## src/rtl/frame_port_b_reader_if.sv

```systemverilog
// Bundle between the port-B frame reader, the memory stage and the display sink.
// checksum is present only when FRAME_READER_CHECKSUM_EN is defined.
interface frame_port_b_reader_if;
    logic        start;
    logic [17:0] frame_base;
    logic [17:0] address_b;
    logic [23:0] read_data_b;
    logic [23:0] pixel_data;
    logic        pixel_valid;
    logic        pixel_ready;
    logic        pixel_eol;
    logic        pixel_eof;
    logic        busy;
    logic        frame_done;
`ifdef FRAME_READER_CHECKSUM_EN
    logic [23:0] checksum;

    modport master (
        input  start, frame_base, read_data_b, pixel_ready,
        output address_b, pixel_data, pixel_valid, pixel_eol, pixel_eof,
               busy, frame_done, checksum
    );
    modport slave (
        output start, frame_base, read_data_b, pixel_ready,
        input  address_b, pixel_data, pixel_valid, pixel_eol, pixel_eof,
               busy, frame_done, checksum
    );
`else
    modport master (
        input  start, frame_base, read_data_b, pixel_ready,
        output address_b, pixel_data, pixel_valid, pixel_eol, pixel_eof,
               busy, frame_done
    );
    modport slave (
        output start, frame_base, read_data_b, pixel_ready,
        input  address_b, pixel_data, pixel_valid, pixel_eol, pixel_eof,
               busy, frame_done
    );
`endif
endinterface

```

## src/rtl/frame_port_b_reader.sv

```systemverilog
// Streams a WIDTH x HEIGHT frame from memory port B into a credit-limited output FIFO.
// Optional running pixel checksum: define FRAME_READER_CHECKSUM_EN.
module frame_port_b_reader #(
    parameter int WIDTH        = 300,
    parameter int HEIGHT       = 300,
    parameter int READ_LATENCY = 2,
    parameter int FIFO_DEPTH   = 4
) (
    input  logic                  clk,
    input  logic                  rst,
    frame_port_b_reader_if.master bus
);
    localparam int XW = $clog2(WIDTH + 1);
    localparam int YW = $clog2(HEIGHT + 1);
    localparam int PW = $clog2(FIFO_DEPTH);
    localparam int CW = PW + 1;

    typedef enum logic [1:0] {IDLE, FETCH, DRAIN} state_t;
    typedef struct packed {
        logic        eol;
        logic        eof;
        logic [23:0] data;
    } entry_t;

    state_t                  state, next_state;
    logic [17:0]             base, offset, addr_q;
    logic [XW-1:0]           x;
    logic [YW-1:0]           y;
    logic [READ_LATENCY-1:0] vld_pipe, eol_pipe, eof_pipe;
    entry_t                  fifo_mem [FIFO_DEPTH];
    logic [PW-1:0]           wr_ptr, rd_ptr;
    logic [CW-1:0]           fifo_count;
    logic                    start_ok, issue, credit_ok, busy_c, done_q;
    logic                    last_x, last_y, push, pop, valid_c, eof_pop;
    int                      inflight;

    assign start_ok = (state == IDLE) && bus.start;
    assign last_x   = (x == XW'(WIDTH - 1));
    assign last_y   = (y == YW'(HEIGHT - 1));
    assign push     = vld_pipe[READ_LATENCY-1];
    assign valid_c  = (fifo_count != '0);
    assign pop      = valid_c && bus.pixel_ready;
    assign eof_pop  = pop && fifo_mem[rd_ptr].eof;

    // Credits ignore a same-cycle pop so the issue decision depends only on registers.
    always_comb begin
        inflight = 0;
        for (int i = 0; i < READ_LATENCY; i++) inflight += int'(vld_pipe[i]);
        credit_ok = (int'(fifo_count) + inflight + 1) <= FIFO_DEPTH;
    end

    always_ff @(posedge clk or posedge rst) begin
        if (rst) state <= IDLE;
        else     state <= next_state;
    end

    always_comb begin
        next_state = state;
        case (state)
            IDLE:    if (bus.start) next_state = FETCH;
            FETCH:   if (issue && last_x && last_y) next_state = DRAIN;
            DRAIN:   if (eof_pop) next_state = IDLE;
            default: next_state = IDLE;
        endcase
    end

    always_comb begin
        issue  = 1'b0;
        busy_c = 1'b0;
        case (state)
            FETCH: begin
                busy_c = 1'b1;
                issue  = credit_ok;
            end
            DRAIN:   busy_c = 1'b1;
            default: ;
        endcase
    end

    // Row-major walk makes y*WIDTH+x a plain issue count, so no multiplier is needed.
    always_ff @(posedge clk or posedge rst) begin
        if (rst) begin
            base   <= '0;
            offset <= '0;
            addr_q <= '0;
            x      <= '0;
            y      <= '0;
        end else if (start_ok) begin
            base   <= bus.frame_base;
            offset <= '0;
            x      <= '0;
            y      <= '0;
        end else if (issue) begin
            addr_q <= base + offset;
            offset <= offset + 18'd1;
            if (last_x) begin
                x <= '0;
                y <= y + 1'b1;
            end else begin
                x <= x + 1'b1;
            end
        end
    end

    always_ff @(posedge clk or posedge rst) begin
        if (rst) begin
            vld_pipe <= '0;
            eol_pipe <= '0;
            eof_pipe <= '0;
        end else begin
            vld_pipe <= (vld_pipe << 1) | READ_LATENCY'(issue);
            eol_pipe <= (eol_pipe << 1) | READ_LATENCY'(last_x);
            eof_pipe <= (eof_pipe << 1) | READ_LATENCY'(last_x && last_y);
        end
    end

    always_ff @(posedge clk or posedge rst) begin
        if (rst) begin
            wr_ptr     <= '0;
            rd_ptr     <= '0;
            fifo_count <= '0;
            for (int i = 0; i < FIFO_DEPTH; i++) fifo_mem[i] <= '0;
        end else begin
            if (push) begin
                fifo_mem[wr_ptr] <= '{eol: eol_pipe[READ_LATENCY-1],
                                      eof: eof_pipe[READ_LATENCY-1],
                                      data: bus.read_data_b};
                wr_ptr <= wr_ptr + 1'b1;
            end
            if (pop) rd_ptr <= rd_ptr + 1'b1;
            case ({push, pop})
                2'b10:   fifo_count <= fifo_count + 1'b1;
                2'b01:   fifo_count <= fifo_count - 1'b1;
                default: ;
            endcase
        end
    end

    always_ff @(posedge clk or posedge rst) begin
        if (rst) done_q <= 1'b0;
        else     done_q <= (state == DRAIN) && eof_pop;
    end

`ifdef FRAME_READER_CHECKSUM_EN
    logic [23:0] sum_q;
    always_ff @(posedge clk or posedge rst) begin
        if (rst)           sum_q <= '0;
        else if (start_ok) sum_q <= '0;
        else if (pop)      sum_q <= sum_q + fifo_mem[rd_ptr].data;
    end
    assign bus.checksum = sum_q;
`endif

    assign bus.address_b   = addr_q;
    assign bus.pixel_data  = fifo_mem[rd_ptr].data;
    assign bus.pixel_valid = valid_c;
    assign bus.pixel_eol   = valid_c && fifo_mem[rd_ptr].eol;
    assign bus.pixel_eof   = valid_c && fifo_mem[rd_ptr].eof;
    assign bus.busy        = busy_c;
    assign bus.frame_done  = done_q;
endmodule

```

## src/flat_wrapper.sv

```systemverilog
// flat-port wrapper written by rule: the top's interface ports become plain ports
module frame_port_b_reader_flat 
#(
    parameter int WIDTH        = 300,
    parameter int HEIGHT       = 300,
    parameter int READ_LATENCY = 2,
    parameter int FIFO_DEPTH   = 4
)
  (clk, rst, bus_start, bus_frame_base, bus_read_data_b, bus_pixel_ready, bus_address_b, bus_pixel_data, bus_pixel_valid, bus_pixel_eol, bus_pixel_eof, bus_busy, bus_frame_done);
  frame_port_b_reader_if bus_i ();
  input  logic clk;
  input  logic rst;
  input wire logic [$bits(bus_i.start)-1:0] bus_start;
  input wire logic [$bits(bus_i.frame_base)-1:0] bus_frame_base;
  input wire logic [$bits(bus_i.read_data_b)-1:0] bus_read_data_b;
  input wire logic [$bits(bus_i.pixel_ready)-1:0] bus_pixel_ready;
  output wire logic [$bits(bus_i.address_b)-1:0] bus_address_b;
  output wire logic [$bits(bus_i.pixel_data)-1:0] bus_pixel_data;
  output wire logic [$bits(bus_i.pixel_valid)-1:0] bus_pixel_valid;
  output wire logic [$bits(bus_i.pixel_eol)-1:0] bus_pixel_eol;
  output wire logic [$bits(bus_i.pixel_eof)-1:0] bus_pixel_eof;
  output wire logic [$bits(bus_i.busy)-1:0] bus_busy;
  output wire logic [$bits(bus_i.frame_done)-1:0] bus_frame_done;
  assign bus_i.start = bus_start;
  assign bus_i.frame_base = bus_frame_base;
  assign bus_i.read_data_b = bus_read_data_b;
  assign bus_i.pixel_ready = bus_pixel_ready;
  assign bus_address_b = bus_i.address_b;
  assign bus_pixel_data = bus_i.pixel_data;
  assign bus_pixel_valid = bus_i.pixel_valid;
  assign bus_pixel_eol = bus_i.pixel_eol;
  assign bus_pixel_eof = bus_i.pixel_eof;
  assign bus_busy = bus_i.busy;
  assign bus_frame_done = bus_i.frame_done;
  frame_port_b_reader #(.WIDTH(WIDTH), .HEIGHT(HEIGHT), .READ_LATENCY(READ_LATENCY), .FIFO_DEPTH(FIFO_DEPTH)) u_core (.clk(clk), .rst(rst), .bus(bus_i));
endmodule
```

## config.mk

```make
export PLATFORM = sky130hd
export DESIGN_NAME = frame_port_b_reader_flat
export DESIGN_NICKNAME = d
export VERILOG_FILES = /design/src/rtl/frame_port_b_reader_if.sv /design/src/rtl/frame_port_b_reader.sv /design/src/flat_wrapper.sv
export SDC_FILE = /design/constraint.sdc
export NUM_CORES = 1
export LEC_CHECK = 0
export CAP_MARGIN = 30
export CORE_UTILIZATION = 35
export CTS_CLUSTER_DIAMETER = 100
export CTS_CLUSTER_SIZE = 24
export DETAILED_ROUTE_END_ITERATION = 7
export DONT_BUFFER_PORTS = 1
export PLACE_DENSITY = 0.56
export SLEW_MARGIN = 0
export SYNTH_ARGS = -nofsm -noshare
export SYNTH_HDL_FRONTEND = slang
export SYNTH_SLANG_ARGS = --single-unit
```

## constraint.sdc

```tcl
create_clock -name clk -period 8.4 [get_ports clk]
set_clock_uncertainty 0.05 [all_clocks]
set_input_delay 0.84 -clock clk [delete_from_list [all_inputs] [get_ports clk]]
set_output_delay 0.84 -clock clk [all_outputs]
set_load 0.01 [all_outputs]
```

Word level (Yosys, flattened, before mapping)
Cells that the tools add are included.
Widths: inputs -> output; s select.
{ "op_classes": {"add_sub_neg": 11, "n_lt_le_gt_ge": 4, "eq_ne": 9, "n_mux": 21, "n_bitwise": 6, "reduce_logical": 19} }
{ "op_table": {"columns": ["op", "n"], "rows": [
  ["$bwmux 104", 1],
  ["$mux 26", 3],
  ["$mux 9", 6],
  ["$bmux 26 s2", 1],
  ["$demux 26 s2", 1],
  ["$mux 18", 2],
  ["$add 32x2->32 const B", 1],
  ["$add 4x32->32", 1],
  ["$le 32x4->1 const B", 1],
  ["$add 18x1->18 const B", 1],
  ["$add 18x18->18", 1],
  ["$add 9x1->9 const B", 2],
  ["$eq 9x9->1 const B", 2],
  ["$logic_and 1x1->1", 10],
  ["$ge 3x3->1 const B", 2],
  ["$mux 2", 3],
  ["$not 2->3", 2],
  ["$or 2x1->2", 3],
  ["$pmux 2 s3", 1],
  ["$pmux 3 s2", 1],
  ["$reduce_bool 2->1", 3],
  ["$add 2x1->2 const B", 2],
  ["$eq 2x1->1 const B", 2],
  ["$eq 2x2->1 const B", 2],
  ["other kinds (13)", 16]
]} }
{ "totals": {"regBits": 192, "inputBits": 46, "output_inout_bits": 47, "wordCells": 95} }

Longest topological paths before layout
Gate-level depths: netlist of run 1.
{ "depth": {"depth_word": 9, "depth_mapped": 12, "ltp_nobuf": 11} }

Worst setup path before layout of run 1
Ideal clock, no wire load.
{ "synth_timing": {"kind": "register -> register", "start": "reg u_core.vld_pipe[0]", "end": "reg u_core.state[0]", "setup_ps": 127, "arrival_time_ps": 2539, "required_time_ps": 8223, "setup_slack_ps": 5684, "path_stages_with_launch": 11, "path_buffers": 0, "synth_period_minus_slack_ps": 2716, "cell_sequence": "dfrtp_1 -> ha_1 -> inv_1 -> ha_1 -> inv_1 -> fa_1 -> nor2b_1 -> o211ai_4 -> o41ai_2 -> nand2_1 -> mux2_1"} }
{ "synth_via": {"elab_chain_len": 9} }
{ "synth_lines": {"columns": ["element", "line", "text"], "rows": [
  ["start: declaration", "frame_port_b_reader.sv:29", "logic [READ_LATENCY-1:0] vld_pipe, eol_pipe, eof_pipe;"],
  ["start signal: assignment", "frame_port_b_reader.sv:111", "vld_pipe <= (vld_pipe << 1) | READ_LATENCY'(issue);"],
  ["$add 1x1->2", "frame_port_b_reader.sv:48", "for (int i = 0; i < READ_LATENCY; i++) inflight += int'(vld_pipe[i]);"],
  ["$add 4x32->32", "frame_port_b_reader.sv:49", "credit_ok = (int'(fifo_count) + inflight + 1) <= FIFO_DEPTH;"],
  ["$add 32x2->32", "frame_port_b_reader.sv:49", null],
  ["$le 32x4->1", "frame_port_b_reader.sv:49", null],
  ["$mux 1", "frame_port_b_reader.sv:70", "case (state)"],
  ["$logic_and 1x1->1 (2 in a row)", "frame_port_b_reader.sv:61", "FETCH: if (issue && last_x && last_y) next_state = DRAIN;"],
  ["$ne 2x1->1 (no line)", null, null],
  ["$reduce_and 3->1 (no line)", null, null],
  ["end signal: assignment", "frame_port_b_reader.sv:54", "else state <= next_state;"],
  ["end: declaration", "frame_port_b_reader.sv:25", "state_t state, next_state;"]
]} }
Every way passes these cells.
A chain may end at the register's enable or synchronous reset.

Worst setup path in the final report of run 1
{ "layout_timing": {"start": "reg u_core.vld_pipe[1]", "end": "reg u_core.offset[6]"} }
{ "layout_via": {"elab_chain_len": 6} }
{ "layout_lines": {"columns": ["element", "line", "text"], "rows": [
  ["$add 1x1->2", "frame_port_b_reader.sv:48", null],
  ["$add 4x32->32", "frame_port_b_reader.sv:49", null],
  ["$add 32x2->32", "frame_port_b_reader.sv:49", null],
  ["$le 32x4->1", "frame_port_b_reader.sv:49", null],
  ["$mux 1", "frame_port_b_reader.sv:70", null],
  ["$reduce_bool 2->1 (no line)", null, null],
  ["end signal: assignment", "frame_port_b_reader.sv:95", "offset <= offset + 18'd1;"],
  ["end: declaration", "frame_port_b_reader.sv:26", "logic [17:0] base, offset, addr_q;"]
]} }
Every way passes these cells.

==> results of run 1 <==
==> final timing paths <==
kind	cells after the start	endpoint	slack, ps	startpoint
worst max register to register	11	u_core.offset[6]	5070	u_core.vld_pipe[1]
worst min register to register	0	u_core.eol_pipe[1]	300	u_core.eol_pipe[0]
worst max-delay path	11	u_core.offset[6]	5070	u_core.vld_pipe[1]
max in group asynchronous	3	u_core.rd_ptr[0]	6830	rst
worst min-delay path	0	u_core.eol_pipe[1]	300	u_core.eol_pipe[0]
min in group asynchronous	1	u_core.bus.address_b[0]	360	rst
==> cells by family after synthesis <==
kind of cell	Yosys count	share of synthesized area
AOI/OAI and AO/OA	102	0.0733
xor gates and xnor gates	32	0.0299
adders and majority gates	36	0.0492
buffers and inverters	58	0.0255
DFF	192	0.500
muxes	134	0.187
and+or+nand+nor	262	0.135
==> metal layers <==
layer / routed length, um / vias to the layer above / track usage
li1: - / 2945 / -
met1: 9290 / 3065 / 0.196
met2: 9610 / 118 / 0.251
met3: 1040 / 24 / 0.0402
met4: 234 / 0 / 0.0391
met5: 0 / - / 0
==> final cells by class <==
type | count | share of cell area
Tap cell | 341 | 0.0400
Inverter | 19 | 0.00739
Multi-Input combinational cell | 566 | 0.429
Timing Repair Buffer | 10 | 0.0108
Clock buffer | 17 | 0.0399
Sequential cell | 192 | 0.450
Clock inverter | 15 | 0.0223
==> registers in the layout, summed over array words and instances (netlist names) <==
name                   cells
u_core.base               18
u_core.fifo_count          3
u_core.vld_pipe            2
u_core.x                   9
u_core.state               2
u_core.rd_ptr              2
u_core.fifo_mem          104
u_core.bus.frame_done      1
u_core.eof_pipe            2
u_core.y                   9
u_core.offset             18
u_core.eol_pipe            2
u_core.bus.address_b      18
u_core.wr_ptr              2
==> Yosys cell counts, types with 5 or more instances <==
cell	number	share of area
dfrtp_1	192	0.50
a21oi_1	30	0.016
nand3_1	27	0.014
nor2_1	40	0.016
xnor2_1	20	0.018
nor3_1	18	0.0094
nor4_1	7	0.0046
nor2b_1	5	0.0033
a21o_1	5	0.0039
clkbuf_1	25	0.0098
a31oi_1	6	0.0039
buf_2	10	0.0052
and3_1	10	0.0065
ha_1	33	0.043
mux2_2	105	0.12
o21ai_0	21	0.011
nand4_1	12	0.0078
mux4_2	26	0.061
xor2_1	11	0.010
inv_1	19	0.0074
a211oi_1	8	0.0062
nand2_1	111	0.043
==> where the power goes <==
part / total, mW / switching (mW) / internal [mW]
logic: 1.36 / 0.709 / 0.649
clock network: 0.883 / 0.439 / 0.444
registers: 1.51 / 0.235 / 1.28
total: 3.75 / 1.38 / 2.37
==> cells in the final DEF (no fill, tap or decap), types with 3 or more instances in the layout <==
| master | n |
|---|---|
| nand3b_1 | 3 |
| o21ai_0 | 21 |
| nor3_1 | 18 |
| or3_1 | 4 |
| ha_1 | 33 |
| inv_12 | 3 |
| nor4_1 | 7 |
| xnor2_1 | 20 |
| and2_1 | 3 |
| a41o_1 | 4 |
| o211ai_1 | 3 |
| nor2_1 | 40 |
| a21oi_1 | 30 |
| nand3_1 | 27 |
| mux4_2 | 26 |
| xor2_1 | 11 |
| nor4_2 | 3 |
| dfrtp_1 | 191 |
| nand4_1 | 12 |
| nor3b_1 | 3 |
| a21o_1 | 5 |
| a31oi_1 | 6 |
| o21a_1 | 3 |
| buf_4 | 7 |
| mux2_2 | 105 |
| nand2_1 | 110 |
| fa_1 | 3 |
| clkinv_8 | 8 |
| or4_1 | 4 |
| clkbuf_16 | 17 |
| a211oi_1 | 8 |
| inv_1 | 18 |
| nor2b_1 | 5 |
| and3_1 | 10 |
==> worst reg2reg max path, stage by stage, from the launching register on <==
cell,delay (ps)
dfrtp_1,510
ha_1,290
inv_1,50
ha_1,140
inv_1,50
fa_1,410
xnor2_2,220
o211ai_4,620
inv_1,420
nand4_1,230
xor2_1,160
nor2_1,60
==> flow_results.xml, run 1 <==
<?xml version="1.0" encoding="UTF-8"?>
<metrics>
  <group name="run_status">
    <metric name="run_status" unit="">completed</metric>
  </group>
  <group name="setup_path">
    <metric name="cp.required" unit="ps">8660</metric>
    <metric name="cpPeakStageDelay" unit="ps">620</metric>
    <metric name="ws_path_type" unit="">reg2reg</metric>
    <metric name="top_delay_family_on_crit_path" unit="">adder cells</metric>
    <metric name="cell_with_the_biggest_individual_delay_on_the_critical_path" unit="">o211ai_4</metric>
    <metric name="critical_path.n_buffers_inverters" unit="">3</metric>
    <metric name="cpMostUsedCell" unit="">inv_1</metric>
    <metric name="maximum_fanout_count_along_the_critical_path" unit="">25</metric>
    <metric name="critical_path_arrival" unit="ps">3590</metric>
    <metric name="critical_path.startpoint_type" unit="">flop</metric>
    <metric name="critical_path.cell_chain" unit="">ha_1 &gt; inv_1 &gt; ha_1 &gt; inv_1 &gt; fa_1 &gt; xnor2_2 &gt; o211ai_4 &gt; inv_1 &gt; nand4_1 &gt; xor2_1 &gt; nor2_1</metric>
    <metric name="timing.critical_path.to_type" unit="">flop</metric>
  </group>
  <group name="layout">
    <metric name="n_antenna_cell" unit="">0</metric>
    <metric name="multiInputGateArea" unit="um2">4580</metric>
    <metric name="postLayoutCellArea" unit="um2">10700</metric>
    <metric name="postLayoutCoreUtil" unit="">0.396</metric>
    <metric name="area_growth_syn_to_layout" unit="%">11.0</metric>
    <metric name="final_cell_count_without_fillers" unit="">1160</metric>
    <metric name="total_of_fill_cells_in_the_finished_design" unit="">2591</metric>
    <metric name="layout_cells_sized_above_1" unit="">0.234</metric>
    <metric name="layout.area.seq" unit="um2">4810</metric>
    <metric name="final_nets" unit="">888</metric>
  </group>
  <group name="global_route">
    <metric name="grt_max_degree" unit="">116</metric>
    <metric name="grt_usage" unit="">0.152</metric>
    <metric name="grt_overflow" unit="">0</metric>
    <metric name="grt_pass1_wl" unit="um">34000</metric>
    <metric name="antenna_found_initial" unit="">0</metric>
    <metric name="first_global_vias" unit="">6469</metric>
  </group>
  <group name="yosys">
    <metric name="synth-main-ff-cell" unit="">dfrtp_1</metric>
    <metric name="synth_async_sr_flop_share" unit="">1.00</metric>
    <metric name="synth_fp_nets" unit="">898</metric>
    <metric name="sequential_cell_area_fraction_in_the_yosys_report" unit="">0.500</metric>
    <metric name="synth_seq_cells" unit="">192</metric>
    <metric name="syn_inst" unit="">816</metric>
    <metric name="synthesis.area" unit="um2">9610</metric>
    <metric name="post_synth.cell_area_avg" unit="um2">11.8</metric>
    <metric name="yosysWarningCount" unit="">0</metric>
    <metric name="synth.lib_cells_used.distinct" unit="">65</metric>
    <metric name="synth_enable_flop_cells" unit="">0</metric>
  </group>
  <group name="placement">
    <metric name="half_perimeter_wire_length_of_the_detailed_placement_result" unit="um">13400</metric>
    <metric name="finalWeightedCongestion" unit="">0.782</metric>
    <metric name="place.detailed.instances" unit="">1128</metric>
    <metric name="pre_cts_ws" unit="ps">5060</metric>
    <metric name="io_buffer_count" unit="">0</metric>
    <metric name="placement.cell_area" unit="um2">10000</metric>
  </group>
  <group name="power_and_ir_drop">
    <metric name="leakagePower" unit="nW">4.62</metric>
    <metric name="fin_total_pwr" unit="mW">3.75</metric>
    <metric name="power.density_cell_area" unit="nW/um2">352</metric>
    <metric name="maximum_vdd_drop" unit="mV">0.143</metric>
  </group>
  <group name="clock_network">
    <metric name="cts.repair_timing.setup_buffer_count" unit="">0</metric>
    <metric name="clk_transition_reported_paths" unit="ps">80</metric>
    <metric name="postCtsResizedCells" unit="">0</metric>
    <metric name="cts_max_path_buffers" unit="">2</metric>
    <metric name="h_tree_lvls" unit="">4</metric>
    <metric name="cts_tree" unit="">built</metric>
    <metric name="clock-root-buffer" unit="">clkbuf_16</metric>
    <metric name="cts_hold_buf" unit="">0</metric>
    <metric name="clock_latency" unit="ps">450</metric>
    <metric name="cts_buffers" unit="">17</metric>
    <metric name="clock-sinks" unit="">192</metric>
  </group>
  <group name="hold_path">
    <metric name="worstHoldPathType" unit="">reg2reg</metric>
  </group>
  <group name="timing">
    <metric name="maxSlewHeadroom" unit="">0.391</metric>
    <metric name="clock.fmax" unit="GHz">0.300</metric>
    <metric name="grt_setup_unrepaired" unit="">no</metric>
    <metric name="hold-worst-slack" unit="ps">304</metric>
    <metric name="setup_viols_final" unit="">0</metric>
    <metric name="timing.final.max_slew_violations" unit="">0</metric>
    <metric name="report.final.hold_viol_count" unit="">0</metric>
    <metric name="setup_ws" unit="ps">5070</metric>
    <metric name="worst_slew_pin_slew" unit="ps">905</metric>
    <metric name="finalWorstPathRequiredPeriod" unit="ps">3330</metric>
    <metric name="timing.final.crit_share" unit="">0.397</metric>
    <metric name="setup_tns" unit="ps">0</metric>
  </group>
  <group name="drt">
    <metric name="post_drt_via_cell_ratio" unit="">5.30</metric>
    <metric name="drt_iter0_markers" unit="">215</metric>
    <metric name="route.antenna.remaining_nets" unit="">0</metric>
    <metric name="routed-via-count" unit="">6152</metric>
    <metric name="route.detailed.wl_per_inst" unit="um">17.4</metric>
    <metric name="routed_wl" unit="um">20200</metric>
    <metric name="first_pass_iters" unit="">4</metric>
    <metric name="drc_errors" unit="">0</metric>
  </group>
  <group name="floorplan">
    <metric name="ioPinCount" unit="">93</metric>
    <metric name="floorplan.die_area" unit="um2">28100</metric>
    <metric name="initial_utilization" unit="">0.357</metric>
    <metric name="placeableCoreArea" unit="um2">27000</metric>
    <metric name="die-height" unit="um">168</metric>
    <metric name="die_width" unit="um">168</metric>
    <metric name="core.rowCount" unit="">60</metric>
  </group>
  <group name="flow_run">
    <metric name="max-cap-violations" unit="">0</metric>
  </group>
</metrics>
No activity file was read; power rests on OpenSTA's default activity.
==> run 2: changes to the inputs <==
--- a/config.mk
+++ b/config.mk
@@ -5,13 +5,14 @@
 export SDC_FILE = /design/constraint.sdc
 export NUM_CORES = 1
 export LEC_CHECK = 0
+export ABC_AREA = 1
 export CAP_MARGIN = 30
 export CORE_UTILIZATION = 35
 export CTS_CLUSTER_DIAMETER = 100
 export CTS_CLUSTER_SIZE = 24
 export DETAILED_ROUTE_END_ITERATION = 7
 export DONT_BUFFER_PORTS = 1
-export PLACE_DENSITY = 0.56
+export PLACE_DENSITY = 0.58
 export SLEW_MARGIN = 0
 export SYNTH_ARGS = -nofsm -noshare
 export SYNTH_HDL_FRONTEND = slang
==> constraint.sdc (replaced) <==
create_clock -name clk -period 2.9 [get_ports clk]
set_clock_uncertainty 0.05 [all_clocks]
set_input_delay 0.29 -clock clk [delete_from_list [all_inputs] [get_ports clk]]
set_output_delay 0.29 -clock clk [all_outputs]
set_load 0.01 [all_outputs]
==> flow_results.xml, run 2 <==
<?xml version="1.0" encoding="UTF-8"?>
<metrics>
  <group name="yosys">
    <metric name="synth-main-ff-cell" unit="">dfrtp_1</metric>
    <metric name="synth_fp_nets" unit="">1273</metric>
    <metric name="post-synth-top-area-fraction" unit="">0.500</metric>
    <metric name="post_synth.cell_area_avg" unit="um2">8.06</metric>
    <metric name="synth_async_sr_flop_share" unit="">1.00</metric>
    <metric name="synth.lib_cells_used.distinct" unit="">37</metric>
    <metric name="netlist_top_cells_area" unit="">dfrtp_1, nand2_1, o21ai_0</metric>
    <metric name="synth.cells.most_frequent" unit="">nand2_1, dfrtp_1, o21ai_0</metric>
    <metric name="yosysMostFrequentCell" unit="">nand2_1</metric>
    <metric name="sequential_cell_area_fraction_in_the_yosys_report" unit="">0.500</metric>
    <metric name="yosysWarningCount" unit="">0</metric>
    <metric name="synthesis.area" unit="um2">9600</metric>
    <metric name="syn_inst" unit="">1191</metric>
    <metric name="synth_enable_flop_cells" unit="">0</metric>
    <metric name="synth_top_cell_by_area" unit="">dfrtp_1</metric>
    <metric name="synth_seq_cells" unit="">192</metric>
  </group>
  <group name="timing">
    <metric name="clock.fmax" unit="GHz">0.390</metric>
    <metric name="timing.final.crit_share" unit="">0.885</metric>
    <metric name="setup_viols_final" unit="">0</metric>
    <metric name="maxSlewHeadroom" unit="">0.480</metric>
    <metric name="worst_slew_pin_slew" unit="ps">779</metric>
    <metric name="setup_ws" unit="ps">333</metric>
    <metric name="report.final.hold_viol_count" unit="">0</metric>
    <metric name="setup_tns" unit="ps">0</metric>
    <metric name="finalWorstPathRequiredPeriod" unit="ps">2570</metric>
    <metric name="grt_setup_unrepaired" unit="">no</metric>
    <metric name="timing.final.max_slew_violations" unit="">0</metric>
  </group>
  <group name="power_and_ir_drop">
    <metric name="power.density_cell_area" unit="nW/um2">1020</metric>
    <metric name="maximum_vdd_drop" unit="mV">0.378</metric>
    <metric name="leakagePower" unit="nW">5.34</metric>
  </group>
  <group name="setup_path">
    <metric name="timing.critical_path.to_type" unit="">flop</metric>
    <metric name="critical_path.startpoint_type" unit="">flop</metric>
    <metric name="critical_path.cell_chain" unit="">ha_1 &gt; inv_1 &gt; ha_1 &gt; inv_1 &gt; fa_1 &gt; or2_0 &gt; o211ai_2 &gt; nand2_4 &gt; nor2_4 &gt; buf_4 &gt; nor2_1 &gt; a31oi_1</metric>
    <metric name="cp.required" unit="ps">3200</metric>
    <metric name="cpPeakStageDelay" unit="ps">390</metric>
    <metric name="critical_path_arrival" unit="ps">2870</metric>
    <metric name="maximum_fanout_count_along_the_critical_path" unit="">10</metric>
    <metric name="ws_path_type" unit="">reg2reg</metric>
    <metric name="cell_with_the_biggest_individual_delay_on_the_critical_path" unit="">dfrtp_1</metric>
  </group>
  <group name="global_route">
    <metric name="grt_max_degree" unit="">139</metric>
    <metric name="first_global_vias" unit="">7528</metric>
    <metric name="grt_overflow" unit="">0</metric>
    <metric name="grt_pass1_wl" unit="um">39300</metric>
    <metric name="antenna_found_initial" unit="">0</metric>
    <metric name="grt_usage" unit="">0.175</metric>
  </group>
  <group name="drt">
    <metric name="routed-via-count" unit="">7692</metric>
    <metric name="routed_wl" unit="um">23400</metric>
    <metric name="route.antenna.remaining_nets" unit="">0</metric>
    <metric name="route.detailed.wl_per_inst" unit="um">15.0</metric>
    <metric name="drt_iter0_markers" unit="">644</metric>
    <metric name="post_drt_via_cell_ratio" unit="">4.94</metric>
    <metric name="first_pass_iters" unit="">5</metric>
    <metric name="drc_errors" unit="">0</metric>
  </group>
  <group name="clock_network">
    <metric name="clock_latency" unit="ps">440</metric>
    <metric name="cts_buffers" unit="">17</metric>
    <metric name="clk_transition_reported_paths" unit="ps">90</metric>
    <metric name="clock-sinks" unit="">192</metric>
    <metric name="clock-root-buffer" unit="">clkbuf_16</metric>
    <metric name="cts_max_path_buffers" unit="">2</metric>
    <metric name="cts_tree" unit="">built</metric>
    <metric name="h_tree_lvls" unit="">4</metric>
    <metric name="postCtsResizedCells" unit="">0</metric>
  </group>
  <group name="floorplan">
    <metric name="die-height" unit="um">168</metric>
    <metric name="floorplan.die_area" unit="um2">28100</metric>
    <metric name="initial_utilization" unit="">0.356</metric>
    <metric name="ioPinCount" unit="">93</metric>
    <metric name="placeableCoreArea" unit="um2">27000</metric>
    <metric name="die_width" unit="um">168</metric>
    <metric name="core.rowCount" unit="">60</metric>
  </group>
  <group name="placement">
    <metric name="half_perimeter_wire_length_of_the_detailed_placement_result" unit="um">15400</metric>
    <metric name="pre_cts_ws" unit="ps">308</metric>
    <metric name="io_buffer_count" unit="">0</metric>
    <metric name="finalWeightedCongestion" unit="">0.830</metric>
  </group>
  <group name="layout">
    <metric name="largest_register_ffs" unit="">104</metric>
    <metric name="n_antenna_cell" unit="">0</metric>
    <metric name="layout_cells_sized_above_1" unit="">0.0535</metric>
    <metric name="area_growth_syn_to_layout" unit="%">13.2</metric>
    <metric name="layout_commonest_cell" unit="">nand2_1</metric>
    <metric name="total_of_fill_cells_in_the_finished_design" unit="">2801</metric>
    <metric name="final_nets" unit="">1285</metric>
    <metric name="layout_common_cells" unit="">nand2_1, dfrtp_1, o21ai_0, nor2_1, inv_1</metric>
    <metric name="regMostFlops" unit="">u_core.fifo_mem</metric>
  </group>
  <group name="hold_path">
    <metric name="worstHoldPathType" unit="">in2reg</metric>
  </group>
  <group name="flow_run">
    <metric name="max-cap-violations" unit="">0</metric>
  </group>
  <group name="run_status">
    <metric name="run_status" unit="">completed</metric>
  </group>
</metrics>
-- run 2: cell types whose count changed in the layout (fill, tap and decap cells not counted), sizes merged, moves of 10 or more --
cell and change:
nand2 +227, o21ai +167, mux2 -106, inv +90, nor2 +64, mux4 -26
o22ai +25, dlygate4sd3 +23, nand3 +22, xnor2 -15, buf +10
-- run 2: critical path, delay by kind of cell, from the launching register on --
family                     cells  cell delay (ps)
buffers and inverters          3              320
and+or+nand+nor                4              670
AOI/OAI and AO/OA              2              260
adders and majority gates      3              770
DFF                            1              390
-- run 2: layer usage --
| metal | vias to the layer above | track usage | wire, um |
|---|---|---|---|
| li1 | 3907 | - | - |
| met1 | 3621 | 0.238 | 11400 |
| met2 | 141 | 0.288 | 10900 |
| met3 | 23 | 0.0284 | 773 |
| met4 | 0 | 0.0483 | 337 |
| met5 | - | 0 | 0 |
-- run 2: metrics by stage --
step | total power [mW] | hold WS, ps | cells | util | area (um2)
final | 11.0 | 3.53 | 1557 | 0.403 | 10900
after global routing | 12.0 | 2.61 | 1557 | 0.403 | 10900
after CTS | 11.2 | 0.544 | 1557 | 0.403 | 10900
after detailed placement | 8.57 | 71.9 | 1502 | 0.370 | 9980
after global placement | 8.48 | 69.5 | 1502 | 0.370 | 9980
after floorplan | 7.42 | 281 | 1191 | - | 9610
-- run 2: cell families after synthesis --
family	synth area share
compound gates	0.137
buf+inv	0.0654
fa+ha+maj	0.0493
flops	0.500
xor+xnor	0.0164
simple gates	0.231
-- run 2: final cells by class --
type | instances | area, um2 | area share
sequential | 192 | 4800 | 0.442
multi-input combinational | 841 | 4170 | 0.384
tap | 341 | 427 | 0.0393
clock buffer | 17 | 425 | 0.0392
inverter | 108 | 409 | 0.0377
timing repair buffer | 43 | 405 | 0.0373
clock inverter | 15 | 225 | 0.0207
-- run 2: power by group --
part	internal [mW]	leakage, nW	switching [mW]	total (mW)
clock network	1.28	0.312	1.26	2.54
logic	1.37	2.62	2.67	4.04
registers	3.73	2.41	0.728	4.46
total	6.39	5.34	4.66	11.0
-- run 2: repair_timing --
item                       in CTS  in global routing
hold buffers                   23                  0
setup endpoints to repair       0                  0
buffers inserted                0                  0
hold endpoints to repair       36                  0
-- run 2: path summary, 6_finish.rpt --
check                                                to  cells past startpoint                 from  slack (ps)
worst max-delay path            u_core.bus.address_b[5]                     12   u_core.vld_pipe[1]         330
worst min-delay path                u_core.fifo_mem[18]                      2  bus_read_data_b[18]           4
worst max register to register  u_core.bus.address_b[5]                     12   u_core.vld_pipe[1]         330
worst min register to register       u_core.eof_pipe[1]                      0   u_core.eof_pipe[0]         280
max in group asynchronous              u_core.offset[6]                      3                  rst        1550
min in group asynchronous            u_core.fifo_mem[3]                      2                  rst         200
==> run 3: changes to the inputs <==
--- a/config.mk
+++ b/config.mk
@@ -7,12 +7,12 @@
 export LEC_CHECK = 0
 export ABC_AREA = 1
 export CAP_MARGIN = 30
-export CORE_UTILIZATION = 35
+export CORE_UTILIZATION = 34
 export CTS_CLUSTER_DIAMETER = 100
 export CTS_CLUSTER_SIZE = 24
 export DETAILED_ROUTE_END_ITERATION = 7
 export DONT_BUFFER_PORTS = 1
-export PLACE_DENSITY = 0.58
+export PLACE_DENSITY = 0.57
 export SLEW_MARGIN = 0
 export SYNTH_ARGS = -nofsm -noshare
 export SYNTH_HDL_FRONTEND = slang
==> flow_results.xml, run 3 (synthesis gave the netlist of run 2 again) <==
<?xml version="1.0" encoding="UTF-8"?>
<metrics>
  <group name="clock_network">
    <metric name="h_tree_lvls" unit="">4</metric>
    <metric name="postCtsResizedCells" unit="">0</metric>
    <metric name="clk_transition_reported_paths" unit="ps">70</metric>
    <metric name="clock-root-buffer" unit="">clkbuf_16</metric>
    <metric name="clock_latency" unit="ps">430</metric>
    <metric name="cts.repair_timing.setup_buffer_count" unit="">0</metric>
    <metric name="cts_buffers" unit="">17</metric>
    <metric name="cts_tree" unit="">built</metric>
    <metric name="cts_max_path_buffers" unit="">2</metric>
    <metric name="clock-sinks" unit="">192</metric>
    <metric name="cts_hold_buf" unit="">20</metric>
  </group>
  <group name="setup_path">
    <metric name="critical_path.startpoint_type" unit="">flop</metric>
    <metric name="critical_path.cell_chain" unit="">ha_1 &gt; inv_1 &gt; ha_1 &gt; inv_1 &gt; fa_1 &gt; or2_0 &gt; o211ai_2 &gt; nand2_4 &gt; nor2_4 &gt; buf_4 &gt; nor2_1 &gt; a31oi_1</metric>
    <metric name="timing.critical_path.to_type" unit="">flop</metric>
    <metric name="ws_path_type" unit="">reg2reg</metric>
    <metric name="r2r_start" unit="">u_core.vld_pipe[0]</metric>
    <metric name="r2r_cells" unit="">12</metric>
    <metric name="r2r-end" unit="">u_core.bus.address_b[5]</metric>
    <metric name="maximum_fanout_count_along_the_critical_path" unit="">12</metric>
    <metric name="cp.required" unit="ps">3200</metric>
    <metric name="cell_with_the_biggest_individual_delay_on_the_critical_path" unit="">dfrtp_1</metric>
    <metric name="cpPeakStageDelay" unit="ps">380</metric>
    <metric name="timing.reg2reg.setup_slack" unit="ps">340</metric>
    <metric name="critical_path_arrival" unit="ps">2870</metric>
  </group>
  <group name="power_and_ir_drop">
    <metric name="power.density_cell_area" unit="nW/um2">1000</metric>
    <metric name="switchingPower" unit="mW">4.41</metric>
    <metric name="p_clk_frac" unit="">0.218</metric>
    <metric name="seqPwrFrac" unit="">0.410</metric>
    <metric name="leakagePower" unit="nW">5.33</metric>
    <metric name="cell_internal_pwr" unit="mW">6.48</metric>
    <metric name="maximum_vdd_drop" unit="mV">0.478</metric>
    <metric name="switching_share" unit="">0.405</metric>
    <metric name="combPwrFrac" unit="">0.372</metric>
  </group>
  <group name="floorplan">
    <metric name="die_width" unit="um">170</metric>
    <metric name="ioPinCount" unit="">93</metric>
    <metric name="initial_utilization" unit="">0.346</metric>
    <metric name="core.rowCount" unit="">61</metric>
    <metric name="floorplan.die_area" unit="um2">28900</metric>
    <metric name="placeableCoreArea" unit="um2">27800</metric>
    <metric name="die-height" unit="um">170</metric>
  </group>
  <group name="flow_run">
    <metric name="max-cap-violations" unit="">0</metric>
  </group>
  <group name="drt">
    <metric name="post_drt_via_cell_ratio" unit="">4.90</metric>
    <metric name="route.antenna.remaining_nets" unit="">0</metric>
    <metric name="drc_errors" unit="">0</metric>
    <metric name="routed-via-count" unit="">7807</metric>
    <metric name="drt_iter0_markers" unit="">547</metric>
    <metric name="route.detailed.wl_per_inst" unit="um">14.8</metric>
    <metric name="routed_wl" unit="um">23500</metric>
    <metric name="first_pass_iters" unit="">5</metric>
  </group>
  <group name="timing">
    <metric name="setup_viols_final" unit="">0</metric>
    <metric name="grt_setup_unrepaired" unit="">no</metric>
    <metric name="finalWorstPathRequiredPeriod" unit="ps">2560</metric>
    <metric name="hold-worst-slack" unit="ps">20.0</metric>
    <metric name="setup_tns" unit="ps">0</metric>
    <metric name="report.final.hold_viol_count" unit="">0</metric>
    <metric name="timing.final.max_slew_violations" unit="">0</metric>
    <metric name="clock.fmax" unit="GHz">0.390</metric>
    <metric name="maxSlewHeadroom" unit="">0.589</metric>
    <metric name="worst_slew_pin_slew" unit="ps">615</metric>
    <metric name="timing.final.crit_share" unit="">0.884</metric>
  </group>
  <group name="layout">
    <metric name="n_antenna_cell" unit="">0</metric>
    <metric name="layout_cells_sized_above_1" unit="">0.0543</metric>
    <metric name="final_nets" unit="">1286</metric>
    <metric name="area_growth_syn_to_layout" unit="%">13.3</metric>
    <metric name="regMostFlops" unit="">u_core.fifo_mem</metric>
    <metric name="final_cell_count_without_fillers" unit="">1594</metric>
    <metric name="layout_common_cells" unit="">nand2_1, dfrtp_1, o21ai_0, nor2_1, inv_1</metric>
    <metric name="total_of_fill_cells_in_the_finished_design" unit="">2870</metric>
    <metric name="largest_register_ffs" unit="">104</metric>
    <metric name="layout_commonest_cell" unit="">nand2_1</metric>
  </group>
  <group name="hold_path">
    <metric name="worstHoldPathCells" unit="">2</metric>
    <metric name="holdCritStartpoint" unit="">bus_read_data_b[3]</metric>
    <metric name="worstHoldPathType" unit="">in2reg</metric>
    <metric name="hold-path-endpoint" unit="">u_core.fifo_mem[81]</metric>
  </group>
  <group name="global_route">
    <metric name="grt_pass1_wl" unit="um">38500</metric>
    <metric name="grt_usage" unit="">0.169</metric>
    <metric name="grt_max_degree" unit="">51</metric>
    <metric name="antenna_found_initial" unit="">0</metric>
    <metric name="first_global_vias" unit="">7414</metric>
    <metric name="grt_overflow" unit="">0</metric>
  </group>
  <group name="placement">
    <metric name="io_buffer_count" unit="">0</metric>
    <metric name="finalWeightedCongestion" unit="">0.853</metric>
    <metric name="half_perimeter_wire_length_of_the_detailed_placement_result" unit="um">16100</metric>
    <metric name="place.detailed.instances" unit="">1543</metric>
  </group>
  <group name="run_status">
    <metric name="run_status" unit="">completed</metric>
  </group>
</metrics>
## run 3: cell types whose count changed in the layout (fill, tap and decap cells not counted), moves of 2 or more
cell	change
buf_4	+2
clkbuf_8	+4
clkinvlp_4	+2
dlygate4sd3_1	-3
clkbuf_1	+2
clkinv_2	+2
inv_12	-3
buf_12	+2
inv_8	-2
clkinv_8	-6
## run 3: power by group through the flow
stage	Clock [mW]	Combinational (mW)	Sequential, mW
2_1_floorplan	0	3.13	4.30
5_1_grt	2.53	4.67	4.60
6_report	2.37	4.05	4.47
3_5_place_dp	0	4.09	4.51
4_1_cts	2.44	4.12	4.47
3_3_place_gp	0	4.01	4.49
## run 3: critical path: cells and delay by family (launching register included)
family                   cells  cell delay [ps]
adder cells (fa/ha/maj)      3              790
AND/OR/NAND/NOR              4              700
AO/OA/AOI/OAI                2              220
flip-flops                   1              380
buffers and inverters        3              350
## run 3: worst max-delay path by stage
stage	from	endpoint	slack (ps)	cells after the start
5_1_grt	u_core.vld_pipe[0]	u_core.bus.address_b[5]	100	12
2_1_floorplan	rst	u_core.base[0]	80	1
3_5_place_dp	u_core.vld_pipe[0]	u_core.bus.address_b[5]	340	12
6_report	u_core.vld_pipe[0]	u_core.bus.address_b[5]	340	12
3_3_place_gp	u_core.vld_pipe[0]	u_core.bus.address_b[5]	410	12
4_1_cts	u_core.vld_pipe[0]	u_core.bus.address_b[5]	310	12
## run 3: layout make-up
cell class | count | area [um2] | area share
flip-flops and latches | 192 | 4800 | 0.442
clock inverters | 8 | 103 | 0.00943
multi-input cells | 841 | 4170 | 0.383
well taps | 378 | 473 | 0.0435
repair buffers | 44 | 430 | 0.0396
clock buffers | 23 | 488 | 0.0449
inverters | 108 | 409 | 0.0376
## run 3: layer usage
| layer | vias to the layer above | share of wire | routed length, um | track usage |
|---|---|---|---|---|
| li1 | 3903 | - | - | - |
| met2 | 165 | 0.47 | 11100 | 0.282 |
| met5 | - | 0 | 0 | 0 |
| met3 | 16 | 0.041 | 973 | 0.0347 |
| met4 | 0 | 0.0095 | 223 | 0.0403 |
| met1 | 3723 | 0.48 | 11200 | 0.223 |
## run 3: per-stage QoR
stage	instance area [um2]	power, mW	setup WS (ps)	utilization
floorplan	9610	7.42	83.6	-
global placement	10100	8.50	410	0.363
detailed placement	10100	8.59	340	0.363
CTS	10900	11.0	309	0.392
global route	10900	11.8	104	0.392
finish	10900	10.9	336	0.392
